<file path="src/rtl/munoc_axi_slave_outstanding_limiter_if.sv">
// AXI bundle (AW/W/B/AR/R) between the slave NI, the outstanding limiter and the slave.
`ifndef DEFAULT_BW_AXI_TID
`define DEFAULT_BW_AXI_TID 4
`endif

interface munoc_axi_slave_outstanding_limiter_if #(
  parameter int unsigned BW_PLATFORM_ADDR = 32,
  parameter int unsigned BW_NODE_DATA     = 32,
  parameter int unsigned BW_AXI_SLAVE_TID = `DEFAULT_BW_AXI_TID
);
  localparam int unsigned BW_STRB = BW_NODE_DATA / 8;

  logic [BW_AXI_SLAVE_TID-1:0] awid;
  logic [BW_PLATFORM_ADDR-1:0] awaddr;
  logic [7:0]                  awlen;
  logic [2:0]                  awsize;
  logic [1:0]                  awburst;
  logic                        awvalid;
  logic                        awready;

  logic [BW_AXI_SLAVE_TID-1:0] wid;
  logic [BW_NODE_DATA-1:0]     wdata;
  logic [BW_STRB-1:0]          wstrb;
  logic                        wlast;
  logic                        wvalid;
  logic                        wready;

  logic [BW_AXI_SLAVE_TID-1:0] bid;
  logic [1:0]                  bresp;
  logic                        bvalid;
  logic                        bready;

  logic [BW_AXI_SLAVE_TID-1:0] arid;
  logic [BW_PLATFORM_ADDR-1:0] araddr;
  logic [7:0]                  arlen;
  logic [2:0]                  arsize;
  logic [1:0]                  arburst;
  logic                        arvalid;
  logic                        arready;

  logic [BW_AXI_SLAVE_TID-1:0] rid;
  logic [BW_NODE_DATA-1:0]     rdata;
  logic [1:0]                  rresp;
  logic                        rlast;
  logic                        rvalid;
  logic                        rready;

  // Issuer of requests (NI side toward the limiter, limiter toward the slave)
  modport master (
    output awid, awaddr, awlen, awsize, awburst, awvalid, input awready,
    output wid, wdata, wstrb, wlast, wvalid, input wready,
    input bid, bresp, bvalid, output bready,
    output arid, araddr, arlen, arsize, arburst, arvalid, input arready,
    input rid, rdata, rresp, rlast, rvalid, output rready
  );

  // Receiver of requests
  modport slave (
    input awid, awaddr, awlen, awsize, awburst, awvalid, output awready,
    input wid, wdata, wstrb, wlast, wvalid, output wready,
    output bid, bresp, bvalid, input bready,
    input arid, araddr, arlen, arsize, arburst, arvalid, output arready,
    output rid, rdata, rresp, rlast, rvalid, input rready
  );
endinterface

</file>
<file path="src/rtl/munoc_axi_slave_outstanding_limiter.sv">
// Outstanding AW/AR limiter with drain handshake between the AXI slave NI (rx) and
// the slave (sx). Bus widths come from the interface instances' parameters.
module munoc_axi_slave_outstanding_limiter #(
  parameter int unsigned MAX_WR_OUTSTANDING = 4,
  parameter int unsigned MAX_RD_OUTSTANDING = 4
) (
  input  logic       clk,
  input  logic       rstnn,
  input  logic       drain_req,
  output logic       drain_done,
  output logic [7:0] wr_outstanding,
  output logic [7:0] rd_outstanding,
  munoc_axi_slave_outstanding_limiter_if.slave  rx,
  munoc_axi_slave_outstanding_limiter_if.master sx
);
  localparam int unsigned CNT_W = 8;

  typedef enum logic [1:0] {IDLE, DRAINING, DRAINED} drain_state_e;

  drain_state_e     state, state_next;
  logic             aw_open_c, ar_open_c;
  logic             aw_fire, b_fire, ar_fire, r_fire;
  logic             wr_underflow, rd_underflow;
  logic [CNT_W-1:0] wr_cnt_next, rd_cnt_next;

  // Issue windows: registered counts and drain_req only, never the gated valid
  assign aw_open_c = (wr_outstanding < CNT_W'(MAX_WR_OUTSTANDING)) && !drain_req;
  assign ar_open_c = (rd_outstanding < CNT_W'(MAX_RD_OUTSTANDING)) && !drain_req;

  // AW: gated handshake, payload straight through
  assign sx.awid    = rx.awid;
  assign sx.awaddr  = rx.awaddr;
  assign sx.awlen   = rx.awlen;
  assign sx.awsize  = rx.awsize;
  assign sx.awburst = rx.awburst;
  assign sx.awvalid = rx.awvalid & aw_open_c;
  assign rx.awready = sx.awready & aw_open_c;

  // AR: gated handshake, payload straight through
  assign sx.arid    = rx.arid;
  assign sx.araddr  = rx.araddr;
  assign sx.arlen   = rx.arlen;
  assign sx.arsize  = rx.arsize;
  assign sx.arburst = rx.arburst;
  assign sx.arvalid = rx.arvalid & ar_open_c;
  assign rx.arready = sx.arready & ar_open_c;

  // W, B, R: ungated pass-through (W may lead AW)
  assign sx.wid    = rx.wid;
  assign sx.wdata  = rx.wdata;
  assign sx.wstrb  = rx.wstrb;
  assign sx.wlast  = rx.wlast;
  assign sx.wvalid = rx.wvalid;
  assign rx.wready = sx.wready;

  assign rx.bid    = sx.bid;
  assign rx.bresp  = sx.bresp;
  assign rx.bvalid = sx.bvalid;
  assign sx.bready = rx.bready;

  assign rx.rid    = sx.rid;
  assign rx.rdata  = sx.rdata;
  assign rx.rresp  = sx.rresp;
  assign rx.rlast  = sx.rlast;
  assign rx.rvalid = sx.rvalid;
  assign sx.rready = rx.rready;

  assign aw_fire = sx.awvalid & sx.awready;
  assign b_fire  = sx.bvalid  & sx.bready;
  assign ar_fire = sx.arvalid & sx.arready;
  assign r_fire  = sx.rvalid  & sx.rready & sx.rlast;

  // Next counts; a lone retire at zero is a protocol error and saturates
  always_comb begin
    wr_cnt_next  = wr_outstanding;
    rd_cnt_next  = rd_outstanding;
    wr_underflow = 1'b0;
    rd_underflow = 1'b0;
    case ({aw_fire, b_fire})
      2'b10:   wr_cnt_next = wr_outstanding + CNT_W'(1);
      2'b01: begin
        if (wr_outstanding == '0) wr_underflow = 1'b1;
        else                      wr_cnt_next  = wr_outstanding - CNT_W'(1);
      end
      default: wr_cnt_next = wr_outstanding;
    endcase
    case ({ar_fire, r_fire})
      2'b10:   rd_cnt_next = rd_outstanding + CNT_W'(1);
      2'b01: begin
        if (rd_outstanding == '0) rd_underflow = 1'b1;
        else                      rd_cnt_next  = rd_outstanding - CNT_W'(1);
      end
      default: rd_cnt_next = rd_outstanding;
    endcase
  end

  // Drain FSM next state
  always_comb begin
    state_next = state;
    case (state)
      IDLE:     if (drain_req) state_next = DRAINING;
      DRAINING: begin
        if (!drain_req)
          state_next = IDLE;
        else if (wr_outstanding == '0 && rd_outstanding == '0)
          state_next = DRAINED;
      end
      DRAINED:  if (!drain_req) state_next = IDLE;
      default:  state_next = IDLE;
    endcase
  end

  // State, counters and drain_done registers
  always_ff @(posedge clk or negedge rstnn) begin
    if (!rstnn) begin
      state          <= IDLE;
      wr_outstanding <= '0;
      rd_outstanding <= '0;
      drain_done     <= 1'b0;
    end else begin
      state          <= state_next;
      wr_outstanding <= wr_cnt_next;
      rd_outstanding <= rd_cnt_next;
      drain_done     <= (state_next == DRAINED);
    end
  end

`ifndef SYNTHESIS
  // Simulation warning on retire without a matching issue
  always @(posedge clk) begin
    if (rstnn && wr_underflow)
      $display("%m WARNING: B response with zero writes outstanding at %0t", $time);
    if (rstnn && rd_underflow)
      $display("%m WARNING: final R beat with zero reads outstanding at %0t", $time);
  end
`endif
endmodule

</file>
<file path="src/flat_wrapper.sv">
// flat-port wrapper written by rule: the top's interface ports become plain ports
module munoc_axi_slave_outstanding_limiter_flat 
#(
  parameter int unsigned MAX_WR_OUTSTANDING = 4,
  parameter int unsigned MAX_RD_OUTSTANDING = 4
)
  (clk, rstnn, drain_req, drain_done, wr_outstanding, rd_outstanding, rx_awid, rx_awaddr, rx_awlen, rx_awsize, rx_awburst, rx_awvalid, rx_awready, rx_wid, rx_wdata, rx_wstrb, rx_wlast, rx_wvalid, rx_wready, rx_bid, rx_bresp, rx_bvalid, rx_bready, rx_arid, rx_araddr, rx_arlen, rx_arsize, rx_arburst, rx_arvalid, rx_arready, rx_rid, rx_rdata, rx_rresp, rx_rlast, rx_rvalid, rx_rready, sx_awid, sx_awaddr, sx_awlen, sx_awsize, sx_awburst, sx_awvalid, sx_awready, sx_wid, sx_wdata, sx_wstrb, sx_wlast, sx_wvalid, sx_wready, sx_bid, sx_bresp, sx_bvalid, sx_bready, sx_arid, sx_araddr, sx_arlen, sx_arsize, sx_arburst, sx_arvalid, sx_arready, sx_rid, sx_rdata, sx_rresp, sx_rlast, sx_rvalid, sx_rready);
  munoc_axi_slave_outstanding_limiter_if #(.BW_PLATFORM_ADDR(32), .BW_NODE_DATA(32), .BW_AXI_SLAVE_TID(4)) rx_i ();
  munoc_axi_slave_outstanding_limiter_if #(.BW_PLATFORM_ADDR(32), .BW_NODE_DATA(32), .BW_AXI_SLAVE_TID(4)) sx_i ();
  input  logic clk;
  input  logic rstnn;
  input  logic drain_req;
  output logic drain_done;
  output logic [7:0] wr_outstanding;
  output logic [7:0] rd_outstanding;
  input wire logic [$bits(rx_i.awid)-1:0] rx_awid;
  input wire logic [$bits(rx_i.awaddr)-1:0] rx_awaddr;
  input wire logic [$bits(rx_i.awlen)-1:0] rx_awlen;
  input wire logic [$bits(rx_i.awsize)-1:0] rx_awsize;
  input wire logic [$bits(rx_i.awburst)-1:0] rx_awburst;
  input wire logic [$bits(rx_i.awvalid)-1:0] rx_awvalid;
  output wire logic [$bits(rx_i.awready)-1:0] rx_awready;
  input wire logic [$bits(rx_i.wid)-1:0] rx_wid;
  input wire logic [$bits(rx_i.wdata)-1:0] rx_wdata;
  input wire logic [$bits(rx_i.wstrb)-1:0] rx_wstrb;
  input wire logic [$bits(rx_i.wlast)-1:0] rx_wlast;
  input wire logic [$bits(rx_i.wvalid)-1:0] rx_wvalid;
  output wire logic [$bits(rx_i.wready)-1:0] rx_wready;
  output wire logic [$bits(rx_i.bid)-1:0] rx_bid;
  output wire logic [$bits(rx_i.bresp)-1:0] rx_bresp;
  output wire logic [$bits(rx_i.bvalid)-1:0] rx_bvalid;
  input wire logic [$bits(rx_i.bready)-1:0] rx_bready;
  input wire logic [$bits(rx_i.arid)-1:0] rx_arid;
  input wire logic [$bits(rx_i.araddr)-1:0] rx_araddr;
  input wire logic [$bits(rx_i.arlen)-1:0] rx_arlen;
  input wire logic [$bits(rx_i.arsize)-1:0] rx_arsize;
  input wire logic [$bits(rx_i.arburst)-1:0] rx_arburst;
  input wire logic [$bits(rx_i.arvalid)-1:0] rx_arvalid;
  output wire logic [$bits(rx_i.arready)-1:0] rx_arready;
  output wire logic [$bits(rx_i.rid)-1:0] rx_rid;
  output wire logic [$bits(rx_i.rdata)-1:0] rx_rdata;
  output wire logic [$bits(rx_i.rresp)-1:0] rx_rresp;
  output wire logic [$bits(rx_i.rlast)-1:0] rx_rlast;
  output wire logic [$bits(rx_i.rvalid)-1:0] rx_rvalid;
  input wire logic [$bits(rx_i.rready)-1:0] rx_rready;
  output wire logic [$bits(sx_i.awid)-1:0] sx_awid;
  output wire logic [$bits(sx_i.awaddr)-1:0] sx_awaddr;
  output wire logic [$bits(sx_i.awlen)-1:0] sx_awlen;
  output wire logic [$bits(sx_i.awsize)-1:0] sx_awsize;
  output wire logic [$bits(sx_i.awburst)-1:0] sx_awburst;
  output wire logic [$bits(sx_i.awvalid)-1:0] sx_awvalid;
  input wire logic [$bits(sx_i.awready)-1:0] sx_awready;
  output wire logic [$bits(sx_i.wid)-1:0] sx_wid;
  output wire logic [$bits(sx_i.wdata)-1:0] sx_wdata;
  output wire logic [$bits(sx_i.wstrb)-1:0] sx_wstrb;
  output wire logic [$bits(sx_i.wlast)-1:0] sx_wlast;
  output wire logic [$bits(sx_i.wvalid)-1:0] sx_wvalid;
  input wire logic [$bits(sx_i.wready)-1:0] sx_wready;
  input wire logic [$bits(sx_i.bid)-1:0] sx_bid;
  input wire logic [$bits(sx_i.bresp)-1:0] sx_bresp;
  input wire logic [$bits(sx_i.bvalid)-1:0] sx_bvalid;
  output wire logic [$bits(sx_i.bready)-1:0] sx_bready;
  output wire logic [$bits(sx_i.arid)-1:0] sx_arid;
  output wire logic [$bits(sx_i.araddr)-1:0] sx_araddr;
  output wire logic [$bits(sx_i.arlen)-1:0] sx_arlen;
  output wire logic [$bits(sx_i.arsize)-1:0] sx_arsize;
  output wire logic [$bits(sx_i.arburst)-1:0] sx_arburst;
  output wire logic [$bits(sx_i.arvalid)-1:0] sx_arvalid;
  input wire logic [$bits(sx_i.arready)-1:0] sx_arready;
  input wire logic [$bits(sx_i.rid)-1:0] sx_rid;
  input wire logic [$bits(sx_i.rdata)-1:0] sx_rdata;
  input wire logic [$bits(sx_i.rresp)-1:0] sx_rresp;
  input wire logic [$bits(sx_i.rlast)-1:0] sx_rlast;
  input wire logic [$bits(sx_i.rvalid)-1:0] sx_rvalid;
  output wire logic [$bits(sx_i.rready)-1:0] sx_rready;
  assign rx_i.awid = rx_awid;
  assign rx_i.awaddr = rx_awaddr;
  assign rx_i.awlen = rx_awlen;
  assign rx_i.awsize = rx_awsize;
  assign rx_i.awburst = rx_awburst;
  assign rx_i.awvalid = rx_awvalid;
  assign rx_awready = rx_i.awready;
  assign rx_i.wid = rx_wid;
  assign rx_i.wdata = rx_wdata;
  assign rx_i.wstrb = rx_wstrb;
  assign rx_i.wlast = rx_wlast;
  assign rx_i.wvalid = rx_wvalid;
  assign rx_wready = rx_i.wready;
  assign rx_bid = rx_i.bid;
  assign rx_bresp = rx_i.bresp;
  assign rx_bvalid = rx_i.bvalid;
  assign rx_i.bready = rx_bready;
  assign rx_i.arid = rx_arid;
  assign rx_i.araddr = rx_araddr;
  assign rx_i.arlen = rx_arlen;
  assign rx_i.arsize = rx_arsize;
  assign rx_i.arburst = rx_arburst;
  assign rx_i.arvalid = rx_arvalid;
  assign rx_arready = rx_i.arready;
  assign rx_rid = rx_i.rid;
  assign rx_rdata = rx_i.rdata;
  assign rx_rresp = rx_i.rresp;
  assign rx_rlast = rx_i.rlast;
  assign rx_rvalid = rx_i.rvalid;
  assign rx_i.rready = rx_rready;
  assign sx_awid = sx_i.awid;
  assign sx_awaddr = sx_i.awaddr;
  assign sx_awlen = sx_i.awlen;
  assign sx_awsize = sx_i.awsize;
  assign sx_awburst = sx_i.awburst;
  assign sx_awvalid = sx_i.awvalid;
  assign sx_i.awready = sx_awready;
  assign sx_wid = sx_i.wid;
  assign sx_wdata = sx_i.wdata;
  assign sx_wstrb = sx_i.wstrb;
  assign sx_wlast = sx_i.wlast;
  assign sx_wvalid = sx_i.wvalid;
  assign sx_i.wready = sx_wready;
  assign sx_i.bid = sx_bid;
  assign sx_i.bresp = sx_bresp;
  assign sx_i.bvalid = sx_bvalid;
  assign sx_bready = sx_i.bready;
  assign sx_arid = sx_i.arid;
  assign sx_araddr = sx_i.araddr;
  assign sx_arlen = sx_i.arlen;
  assign sx_arsize = sx_i.arsize;
  assign sx_arburst = sx_i.arburst;
  assign sx_arvalid = sx_i.arvalid;
  assign sx_i.arready = sx_arready;
  assign sx_i.rid = sx_rid;
  assign sx_i.rdata = sx_rdata;
  assign sx_i.rresp = sx_rresp;
  assign sx_i.rlast = sx_rlast;
  assign sx_i.rvalid = sx_rvalid;
  assign sx_rready = sx_i.rready;
  munoc_axi_slave_outstanding_limiter #(.MAX_WR_OUTSTANDING(MAX_WR_OUTSTANDING), .MAX_RD_OUTSTANDING(MAX_RD_OUTSTANDING)) u_core (.clk(clk), .rstnn(rstnn), .drain_req(drain_req), .drain_done(drain_done), .wr_outstanding(wr_outstanding), .rd_outstanding(rd_outstanding), .rx(rx_i), .sx(sx_i));
endmodule
</file>
<file path="config.mk">
export PLATFORM = sky130hd
export DESIGN_NAME = munoc_axi_slave_outstanding_limiter_flat
export DESIGN_NICKNAME = d
export VERILOG_FILES = /design/src/rtl/munoc_axi_slave_outstanding_limiter_if.sv /design/src/rtl/munoc_axi_slave_outstanding_limiter.sv /design/src/flat_wrapper.sv
export SDC_FILE = /design/constraint.sdc
export NUM_CORES = 1
export LEC_CHECK = 0
export BUFFER_PORTS_ARGS = -buffer_cell sky130_fd_sc_hd__buf_2
export CORE_AREA = 5 5 157 159
export DETAILED_ROUTE_END_ITERATION = 8
export DIE_AREA = 0 0 162 164
export PLACE_DENSITY_LB_ADDON = 0.15
export REMOVE_ABC_BUFFERS = 1
export SLEW_MARGIN = 10
export SYNTH_ARGS = -nofsm -noshare
export SYNTH_HDL_FRONTEND = slang
export SYNTH_SLANG_ARGS = --single-unit
</file>
<file path="constraint.sdc">
create_clock -name clk -period 3.1 [get_ports clk]
set_input_delay 0.465 -clock clk [delete_from_list [all_inputs] [get_ports clk]]
set_output_delay 0.465 -clock clk [all_outputs]
set_load 0.01 [all_outputs]
</file>
==> results of run 1 <==
## state kept, by name, indices dropped and copies added, names as in the netlist
register,flops
u_core.drain_done,1
u_core.rd_outstanding,8
u_core.state,2
u_core.wr_outstanding,8
## power by group
group	internal (mW)	switching (mW)	leakage, nW
sequential	0.356	0.148	0.226
clock	0.174	0.123	0.0409
combinational	0.524	0.602	0.673
total	1.05	0.873	0.940
## layer usage
metal	wire length (um)	up-vias	track usage
li1	-	700	-
met1	5090	862	0.0921
met2	21500	417	0.557
met3	13300	86	0.481
met4	4010	14	0.213
met5	381	-	0.116
## timing repair
action	CTS	global route
buffers inserted	0	0
resized for setup	0	4
hold endpoints to repair	0	0
setup endpoints to repair	0	4
## worst paths after layout
kind / start / to / slack (ns) / cells past startpoint
worst min register to register: u_core.state[1]$_DFF_PN0_ / u_core.state[0]$_DFF_PN0_ / 0.50 / 1
worst min-delay path: rstnn / u_core.wr_outstanding[7]$_DFFE_PN0P_ / 0.18 / 1
min in group clk: u_core.state[1]$_DFF_PN0_ / u_core.state[0]$_DFF_PN0_ / 0.50 / 1
worst max-delay path: u_core.rd_outstanding[6]$_DFFE_PN0P_ / u_core.rd_outstanding[6]$_DFFE_PN0P_ / 0.24 / 9
worst max register to register: u_core.rd_outstanding[6]$_DFFE_PN0P_ / u_core.rd_outstanding[6]$_DFFE_PN0P_ / 0.24 / 9
max in group asynchronous: rstnn / u_core.drain_done$_DFF_PN0_ / 2.55 / 1
## area by class of cell
class | count | area (um2)
fill | 2725 | 20900
multi-input combinational | 128 | 1040
sequential | 19 | 475
tap | 290 | 363
timing repair buffer | 47 | 260
clock buffer | 3 | 75.1
inverter | 12 | 45.0
clock inverter | 1 | 5.00
## worst max-delay path: cells and delay by family (launching register included)
family | cells | cell delay (ns)
compound gates | 2 | 0.17
fa+ha+maj | 1 | 0.40
flops | 1 | 0.42
mux | 1 | 0.13
simple gates | 5 | 1.66
## cells in the final DEF, fill, tap and decap left out, types with 2 or more instances in the layout
cell,instances
buf_2,37
nor3b_1,8
nand2_1,5
nand4_1,3
o21ai_0,7
a21oi_1,5
a211oi_1,3
dfrtp_1,19
clkbuf_16,3
nand2b_1,4
a21o_1,4
fa_1,2
o211ai_1,4
nor3_1,2
o211a_1,2
buf_4,10
xnor2_1,7
o31ai_1,2
mux2i_1,4
ha_1,12
inv_1,12
nor2b_1,3
nor2_1,10
mux2_4,4
or2_2,6
mux2_2,4
## cells by family (layout without fill, tap and decap cells)
kind of cell             count (synthesis)  after routing  share of synthesized area
AND/OR/NAND/NOR                         52             52                      0.105
multiplexers                            13             13                     0.0532
XOR/XNOR                                 7              7                     0.0205
flip-flops                              19             19                      0.159
AO/OA/AOI/OAI                           42             42                      0.104
buffers and inverters                  203             63                      0.494
adder cells (fa/ha/maj)                 14             14                     0.0637
## per-stage QoR
step                instance area (um2)  hold slack [ns]
floorplan                          1560            0.169
global route                       2260            0.233
finish                             2260            0.182
CTS                                2260            0.211
detailed placement                 2180            0.484
global placement                   2180            0.481
==> out/metrics.yaml, run 1 <==
run_status:
  outcome: "complete, no violations"
worst_setup_path:
  crit_slowest_cell: "or4_4"
  crit_chain: "or4_4 -> or2_2 -> nor2_1 -> nor2_2 -> ha_1 -> or3b_2 -> o211ai_1 -> a311oi_1 -> mux2i_1"
  slowest_delay_ns: 0.56
  end_kind: "flip-flop"
  cp-start-kind: "flip-flop"
  critPathMaxFanout: 6
  worstSetupPathType: "flip-flop to flip-flop"
  critical_path_required_ns: 3.29
  cp.arrival_ns: 3.05
floorplan:
  dieArea_um2: 26600
  core_um2: 23100
  start_util: 0.129
  row_count: 56
  dieWidth_um: 162
  ios: 408
  die_y_um: 164
logic_synthesis:
  yosysTopAreaCellShare: 0.478
  synth.most_common_cell: "buf_4"
  synth_edf_count: 0
  syn_area_um2: 2990
  syn_inst: 350
  synth_ff_type: "dfrtp_1"
  async_reset_ff_frac: 1.00
  synth_seq_cells: 19
  yosys_warnings: 0
  post_synth.cell_area_avg_um2: 8.53
  yosysTopAreaCell: "buf_4"
  ys_top_cells_by_area: "buf_4, dfrtp_1, ha_1"
  synth_commonest_cells: "buf_4, dfrtp_1, ha_1, inv_1, nor2_1"
  synth_cell_types: 48
  synth.yosys.seq_area_share: 0.159
detailed_routing:
  wl_per_cell_um: 88.5
  dr.first_iter.drc_count: 126
  firstDrtPassIters: 4
  viasPerCell: 4.16
  num_vias: 2079
  drc: 0
  wirelength_um: 44300
  drtAntennaViolNets: 0
sta:
  max_freq_ghz: 0.350
  slew_headroom: 0.601
  hold_violations: 0
  setup_slack_ns: 0.243
  fin_crit_sh: 0.922
  finalSetupViolations: 0
  worst_slew_pin_slew_ns: 0.584
  fin_skew_ns: 0.00191
  tns_ns: 0
  rsz0062_at_grt: "false"
  layout_min_cycle_time_ns: 2.86
  drv_slew: 0
finish:
  fin_cells: 500
  nets: 422
  drive_gt1_frac: 0.348
  fin_util: 0.0979
  syn_to_final_growth_pct: -24.2
  diodes: 0
clocking:
  cts_root_buf: "clkbuf_16"
  clkSinkCount: 19
  clock_latency_ns: 0.26
  cts_hold_buf: 0
  h-tree-depth: 1
  cts-buffers-inserted: 3
  clock_path_buffers: 2
  cts_tree: "yes"
  clk_pin_slew_worst_paths_ns: 0.07
global_route:
  grt_pass1_wl_um: 48600
  antenna_found_initial: 1
  overflow: 0
  grt_pass1_vias: 1887
  grt.total_usage: 0.320
  grt_max_degree: 20
place:
  dp_hpwl_um: 42700
  gp_congestion: 1.30
  port_buffers: 37
  dp.cells: 496
  pre_cts_ws_ns: 0.0786
hold_path:
  min_path_type: "primary input to async pin"
power_and_ir_drop:
  power.density_nw_per_um2: 852
  leakage_nw: 0.940
  power.total_mw: 1.93
  ir_worst_vdd_mv: 0.224
job:
  max_cap_violations: 0
Note: power is estimated with default switching activity, not from simulation.
==> run 2: changes to the inputs <==
--- a/config.mk
+++ b/config.mk
@@ -9,6 +9,7 @@
 export CORE_AREA = 5 5 157 159
 export DETAILED_ROUTE_END_ITERATION = 8
 export DIE_AREA = 0 0 162 164
+export MAX_ROUTING_LAYER = met4
 export PLACE_DENSITY_LB_ADDON = 0.15
 export REMOVE_ABC_BUFFERS = 1
 export SLEW_MARGIN = 10
==> run 2 against run 1 <==
Flip-flop and latch count is the same. Via count increased by 6.3%. Utilization hardly changed. Maximum frequency fell by 0.95%. Hold slack worse by 0.0011 ns. Sequential share of layout area fell by 0.092 points. Worst setup slack worse by 0.027 ns.
==> out/metrics.yaml, run 2 (same netlist as run 1, synthesis figures left out) <==
power_and_ir_drop:
  power.total_mw: 1.93  # +0.33%
  leakage_nw: 0.938  # -0.19%
  power.density_nw_per_um2: 851  # -0.11%
  ir_worst_vdd_mv: 0.221  # -1.4%
place:
  gp_congestion: 1.33  # +2.4%
  dp_hpwl_um: 42700  # about the same
  pre_cts_ws_ns: 0.0764  # -0.00218 ns
  port_buffers: 37  # unchanged
  postPlaceCellArea_um2: 2180  # unchanged
sta:
  timing.hold.ws_ns: 0.181  # -0.00108 ns
  fin_crit_sh: 0.930  # +0.00880
  tns_ns: 0  # unchanged
  setup_slack_ns: 0.216  # -0.0273 ns
  rsz0062_at_grt: "false"
  hold_violations: 0  # unchanged
  worst_slew_pin_slew_ns: 0.563  # -0.0208 ns
  fin_skew_ns: 0.00256  # +0.000646 ns
  slew_headroom: 0.615  # +0.0142
  layout_min_cycle_time_ns: 2.88  # +0.0273 ns
  finalSetupViolations: 0  # unchanged
  max_freq_ghz: 0.347  # -0.95%
  drv_slew: 0  # unchanged
floorplan:
  dieWidth_um: 162  # unchanged
  die_y_um: 164  # unchanged
  row_count: 56  # unchanged
  start_util: 0.129  # unchanged
  dieArea_um2: 26600  # unchanged
  ios: 408  # unchanged
  core_um2: 23100  # unchanged
detailed_routing:
  routed.top_layer: "met4"
  wl_met2_um: 20900  # -2.8%
  drc: 0  # unchanged
  wl_per_cell_um: 88.2  # -0.33%
  drtAntennaViolNets: 0  # unchanged
  wl_met1_um: 5020  # -1.5%
  wirelength_um: 44100  # -0.33%
  viasPerCell: 4.42  # +6.3%
  met3_wirelength_um: 13600  # +2.4%
  firstDrtPassIters: 4  # unchanged
  dr.first_iter.drc_count: 212  # +68%
  num_vias: 2209  # +6.3%
global_route:
  grt_pass1_vias: 1887  # unchanged
  grt.total_usage: 0.329  # +0.00850
  overflow: 0  # unchanged
  antenna_found_initial: 0  # -1
  grt_pass1_wl_um: 48400  # -0.44%
  grt_max_degree: 20  # unchanged
clocking:
  clock_latency_ns: 0.26  # about the same
  cts_hold_buf: 0  # unchanged
  clock_path_buffers: 2  # unchanged
  h-tree-depth: 1  # unchanged
  clkSinkCount: 19  # unchanged
  cts_root_buf: "clkbuf_16"
  cts-buffers-inserted: 3  # unchanged
  clk_pin_slew_worst_paths_ns: 0.07  # about the same
  cts_tree: "yes"
hold_path:
  min_path_type: "primary input to async pin"
finish:
  fin_area_um2: 2270  # +0.44%
  drive_gt1_frac: 0.362  # +0.0143
  fill_cells: 2716  # -0.33%
  diodes: 0  # unchanged
  top_regs: "u_core.rd_outstanding: 8 flops, u_core.wr_outstanding: 8 flops, u_core.state: 2 flops"
  layout_commonest_cell: "buf_2"
  syn_to_final_growth_pct: -23.9
  nets: 422  # unchanged
  layout_common_cells: "buf_2, dfrtp_1, inv_1"
worst_setup_path:
  cp-start-kind: "flip-flop"
  critical_path_required_ns: 3.28  # about the same
  cp.arrival_ns: 3.06  # about the same
  critPathMaxFanout: 6  # unchanged
  r2r_cells: 10  # +1
  reg2reg_slack_ns: 0.22  # -0.03 ns
  worstSetupPathType: "flip-flop to flip-flop"
  end_kind: "flip-flop"
job:
  max_cap_violations: 0  # unchanged
run_status:
  outcome: "complete, no violations"
-- run 2: cell type report --
class	count	area, um2	share of cell area
Multi-Input combinational cell	128	1050	0.462
Timing Repair Buffer	47	260	0.114
Inverter	12	45.0	0.0198
Clock inverter	1	5.00	0.00220
Tap cell	290	363	0.160
Clock buffer	3	75.1	0.0330
Sequential cell	19	475	0.209
-- run 2: metrics by stage --
stage | instances | util
after floorplan | 159 | -
after global placement | 496 | 0.0943
after detailed placement | 496 | 0.0943
after CTS | 500 | 0.0977
after global routing | 500 | 0.0983
final | 500 | 0.0983
-- run 2: path summary, 6_finish.rpt --
| path | from | end |
|---|---|---|
| setup / recovery | u_core.wr_outstanding[4]$_DFFE_PN0P_ | u_core.wr_outstanding[6]$_DFFE_PN0P_ |
| hold / removal | rstnn | u_core.wr_outstanding[7]$_DFFE_PN0P_ |
| setup reg to reg | u_core.wr_outstanding[4]$_DFFE_PN0P_ | u_core.wr_outstanding[6]$_DFFE_PN0P_ |
| hold reg to reg | u_core.state[1]$_DFF_PN0_ | u_core.state[0]$_DFF_PN0_ |
| max in group asynchronous | rstnn | u_core.wr_outstanding[4]$_DFFE_PN0P_ |
| min in group clk | u_core.state[1]$_DFF_PN0_ | u_core.state[0]$_DFF_PN0_ |
-- run 2: worst max-delay path, cell delays in order, from the launching register on --
cell and delay, ns:
dfrtp_1 0.43, nor4_1 0.34, buf_4 0.19, and3_1 0.16
or2_2 0.12, inv_1 0.13, ha_1 0.43, o21ai_0 0.17
a2111oi_0 0.57, a211oi_1 0.10, mux2i_1 0.16
-- run 2: what timing repair did --
action / CTS / global route
setup endpoints to repair: 0 / 4
gates resized for setup: 0 / 7
buffers inserted: 0 / 0
-- run 2: routing by layer --
metal / up-vias / GRT usage
met1: 960 / 0.102
met2: 444 / 0.556
met4: 0 / 0.213
li1: 696 / -
met5: - / -
met3: 109 / 0.477
-- run 2: power breakdown --
| group | switching (mW) | leakage, nW | internal, mW |
|---|---|---|---|
| sequential | 0.151 | 0.226 | 0.356 |
| clock | 0.117 | 0.0409 | 0.174 |
| combinational | 0.609 | 0.672 | 0.527 |
==> run 3: changes to the inputs <==
==> constraint.sdc (replaced) <==
create_clock -name clk -period 3.6 [get_ports clk]
set_input_delay 0.54 -clock clk [delete_from_list [all_inputs] [get_ports clk]]
set_output_delay 0.54 -clock clk [all_outputs]
set_load 0.01 [all_outputs]
==> run 3 against run 2 <==
Worst setup slack better by 0.38 ns. Routed wire length about the same. Final cell count down 1.8%. Count of clock-buffer cells in the layout up 1. Largest cell class unchanged. Highest routed layer unchanged.
==> out/metrics.yaml, run 3 (same netlist as run 1, synthesis figures left out) <==
run_status:
  outcome: "complete, no violations"
finish:
  drive_gt1_frac: 0.308  # -0.0534
  diodes: 0  # unchanged
  top_regs: "u_core.rd_outstanding: 8 flops, u_core.wr_outstanding: 8 flops, u_core.state: 2 flops"
  fin_cells: 491  # -1.8%
  fill_cells: 2716  # unchanged
  layout_commonest_cell: "buf_2"
  fin_area_um2: 2190  # -3.6%
  syn_to_final_growth_pct: -26.6
  fin_util: 0.0948  # -0.00357
  layout_common_cells: "buf_2, dfrtp_1, inv_1, ha_1, nor2_1"
  nets: 413  # -2.1%
clocking:
  cts.repair.resized: 0  # unchanged
  cts_setup_buffers: 0  # unchanged
  clk_pin_slew_worst_paths_ns: 0.07  # about the same
  cts_root_buf: "clkbuf_16"
  cts-buffers-inserted: 3  # unchanged
  cts_tree: "yes"
  clock_path_buffers: 2  # unchanged
  cts_hold_buf: 0  # unchanged
  h-tree-depth: 1  # unchanged
  clkSinkCount: 19  # unchanged
  clock_latency_ns: 0.26  # about the same
global_route:
  grt_pass1_vias: 1930  # +2.3%
  grt_max_degree: 20  # unchanged
  antenna_found_initial: 0  # unchanged
  overflow: 0  # unchanged
  grt_pass1_wl_um: 48500  # +0.18%
  grt.total_usage: 0.329  # about the same
sta:
  fin_crit_sh: 0.833  # -0.0971
  slew_headroom: 0.547  # -0.0681
  layout_min_cycle_time_ns: 3.00  # +0.116 ns
  drv_slew: 0  # unchanged
  worst_slew_pin_slew_ns: 0.666  # +0.103 ns
  timing.hold.ws_ns: 0.265  # +0.0841 ns
  finalSetupViolations: 0  # unchanged
  tns_ns: 0  # unchanged
  rsz0062_at_grt: "false"
  fin_skew_ns: 0.00138  # -0.00117 ns
  max_freq_ghz: 0.333  # -3.9%
  setup_slack_ns: 0.600  # +0.384 ns
  hold_violations: 0  # unchanged
worst_setup_path:
  crit_chain: "or4_4 -> or2_2 -> nor2_1 -> nor2_1 -> ha_1 -> a211oi_1 -> o21ai_0 -> xnor2_1 -> mux2_4"
  critical_path_required_ns: 3.75  # +0.47 ns
  end_kind: "flip-flop"
  crit_top_cell: "nor2_1"
  crit_slowest_cell: "or4_4"
  worstSetupPathType: "flip-flop to flip-flop"
  slowest_delay_ns: 0.57  # about the same
  cp-start-kind: "flip-flop"
  critPathMaxFanout: 6  # unchanged
  cp.arrival_ns: 3.15  # +0.09 ns
place:
  postPlaceCellArea_um2: 2110  # -3.1%
  port_buffers: 37  # unchanged
  gp_congestion: 1.33  # unchanged
  dp_hpwl_um: 42600  # -0.15%
  dp.cells: 487  # -1.8%
  pre_cts_ws_ns: 0.527  # +0.451 ns
floorplan:
  ios: 408  # unchanged
  dieWidth_um: 162  # unchanged
  die_y_um: 164  # unchanged
  core_um2: 23100  # unchanged
  dieArea_um2: 26600  # unchanged
  start_util: 0.129  # unchanged
  row_count: 56  # unchanged
detailed_routing:
  dr.first_iter.drc_count: 156  # -26%
  wl_per_cell_um: 89.9  # +1.9%
  wirelength_um: 44200  # about the same
  wl_met2_um: 21000  # +0.48%
  viasPerCell: 4.45  # +0.77%
  met3_wirelength_um: 13600  # -0.25%
  routed.top_layer: "met4"
  drc: 0  # unchanged
  num_vias: 2186  # -1.0%
  drtAntennaViolNets: 0  # unchanged
  firstDrtPassIters: 6  # +2
  wl_met1_um: 5140  # +2.5%
job:
  max_cap_violations: 0  # unchanged
power_and_ir_drop:
  power.total_mw: 1.61  # -17%
  ir_worst_vdd_mv: 0.158  # -28%
  leakage_nw: 0.894  # -4.7%
  power.density_nw_per_um2: 737  # -13%
hold_path:
  min_path_type: "primary input to async pin"
## run 3: cell types whose count changed in the layout (fill, tap and decap cells not counted)
cell       previous run  this run
o21ai_0               6         8
ha_1                 11        12
a2111oi_0             1         2
a2111oi_2             1         0
nor2_2                2         0
nor2_1                9        11
ha_2                  1         0
buf_4                10         1
clkbuf_1              0         1
clkinv_2              1         0
o21ai_1               2         0
## run 3: where the power goes
group / total, mW / switching (mW) / internal, mW
clock: 0.252 / 0.101 / 0.151
combinational: 0.916 / 0.501 / 0.415
sequential: 0.446 / 0.139 / 0.307
## run 3: final timing paths
check                                                startpoint                                   end  slack [ns]  cells after the start
min                                                       rstnn  u_core.wr_outstanding[6]$_DFFE_PN0P_        0.26                      1
min in group clk                      u_core.state[1]$_DFF_PN0_             u_core.state[0]$_DFF_PN0_        0.51                      1
max                        u_core.rd_outstanding[6]$_DFFE_PN0P_  u_core.rd_outstanding[5]$_DFFE_PN0P_        0.60                      9
max reg2reg                u_core.rd_outstanding[6]$_DFFE_PN0P_  u_core.rd_outstanding[5]$_DFFE_PN0P_        0.60                      9
min reg2reg                           u_core.state[1]$_DFF_PN0_             u_core.state[0]$_DFF_PN0_        0.51                      1
max in group asynchronous                                 rstnn  u_core.wr_outstanding[7]$_DFFE_PN0P_        2.96                      1
## run 3: layer usage
layer  vias to the layer above  GRT usage
met5                         -          -
met1                       944      0.100
met3                       118      0.482
li1                        687          -
met4                         0      0.221
met2                       437      0.550
## run 3: area by class of cell
type	instances	area, um2	area share
clock buffers	4	78.8	0.0360
repair buffers	38	193	0.0879
well taps	290	363	0.166
inverters	12	45.0	0.0206
flip-flops and latches	19	475	0.217
multi-input cells	128	1040	0.473
## run 3: worst max-delay path: cells and delay by family (launching register included)
| family | cells | cell delay, ns |
|---|---|---|
| xor gates and xnor gates | 1 | 0.18 |
| and+or+nand+nor | 4 | 1.20 |
| AOI/OAI and AO/OA | 2 | 0.49 |
| adders and majority gates | 1 | 0.34 |
| muxes | 1 | 0.27 |
| DFF | 1 | 0.42 |
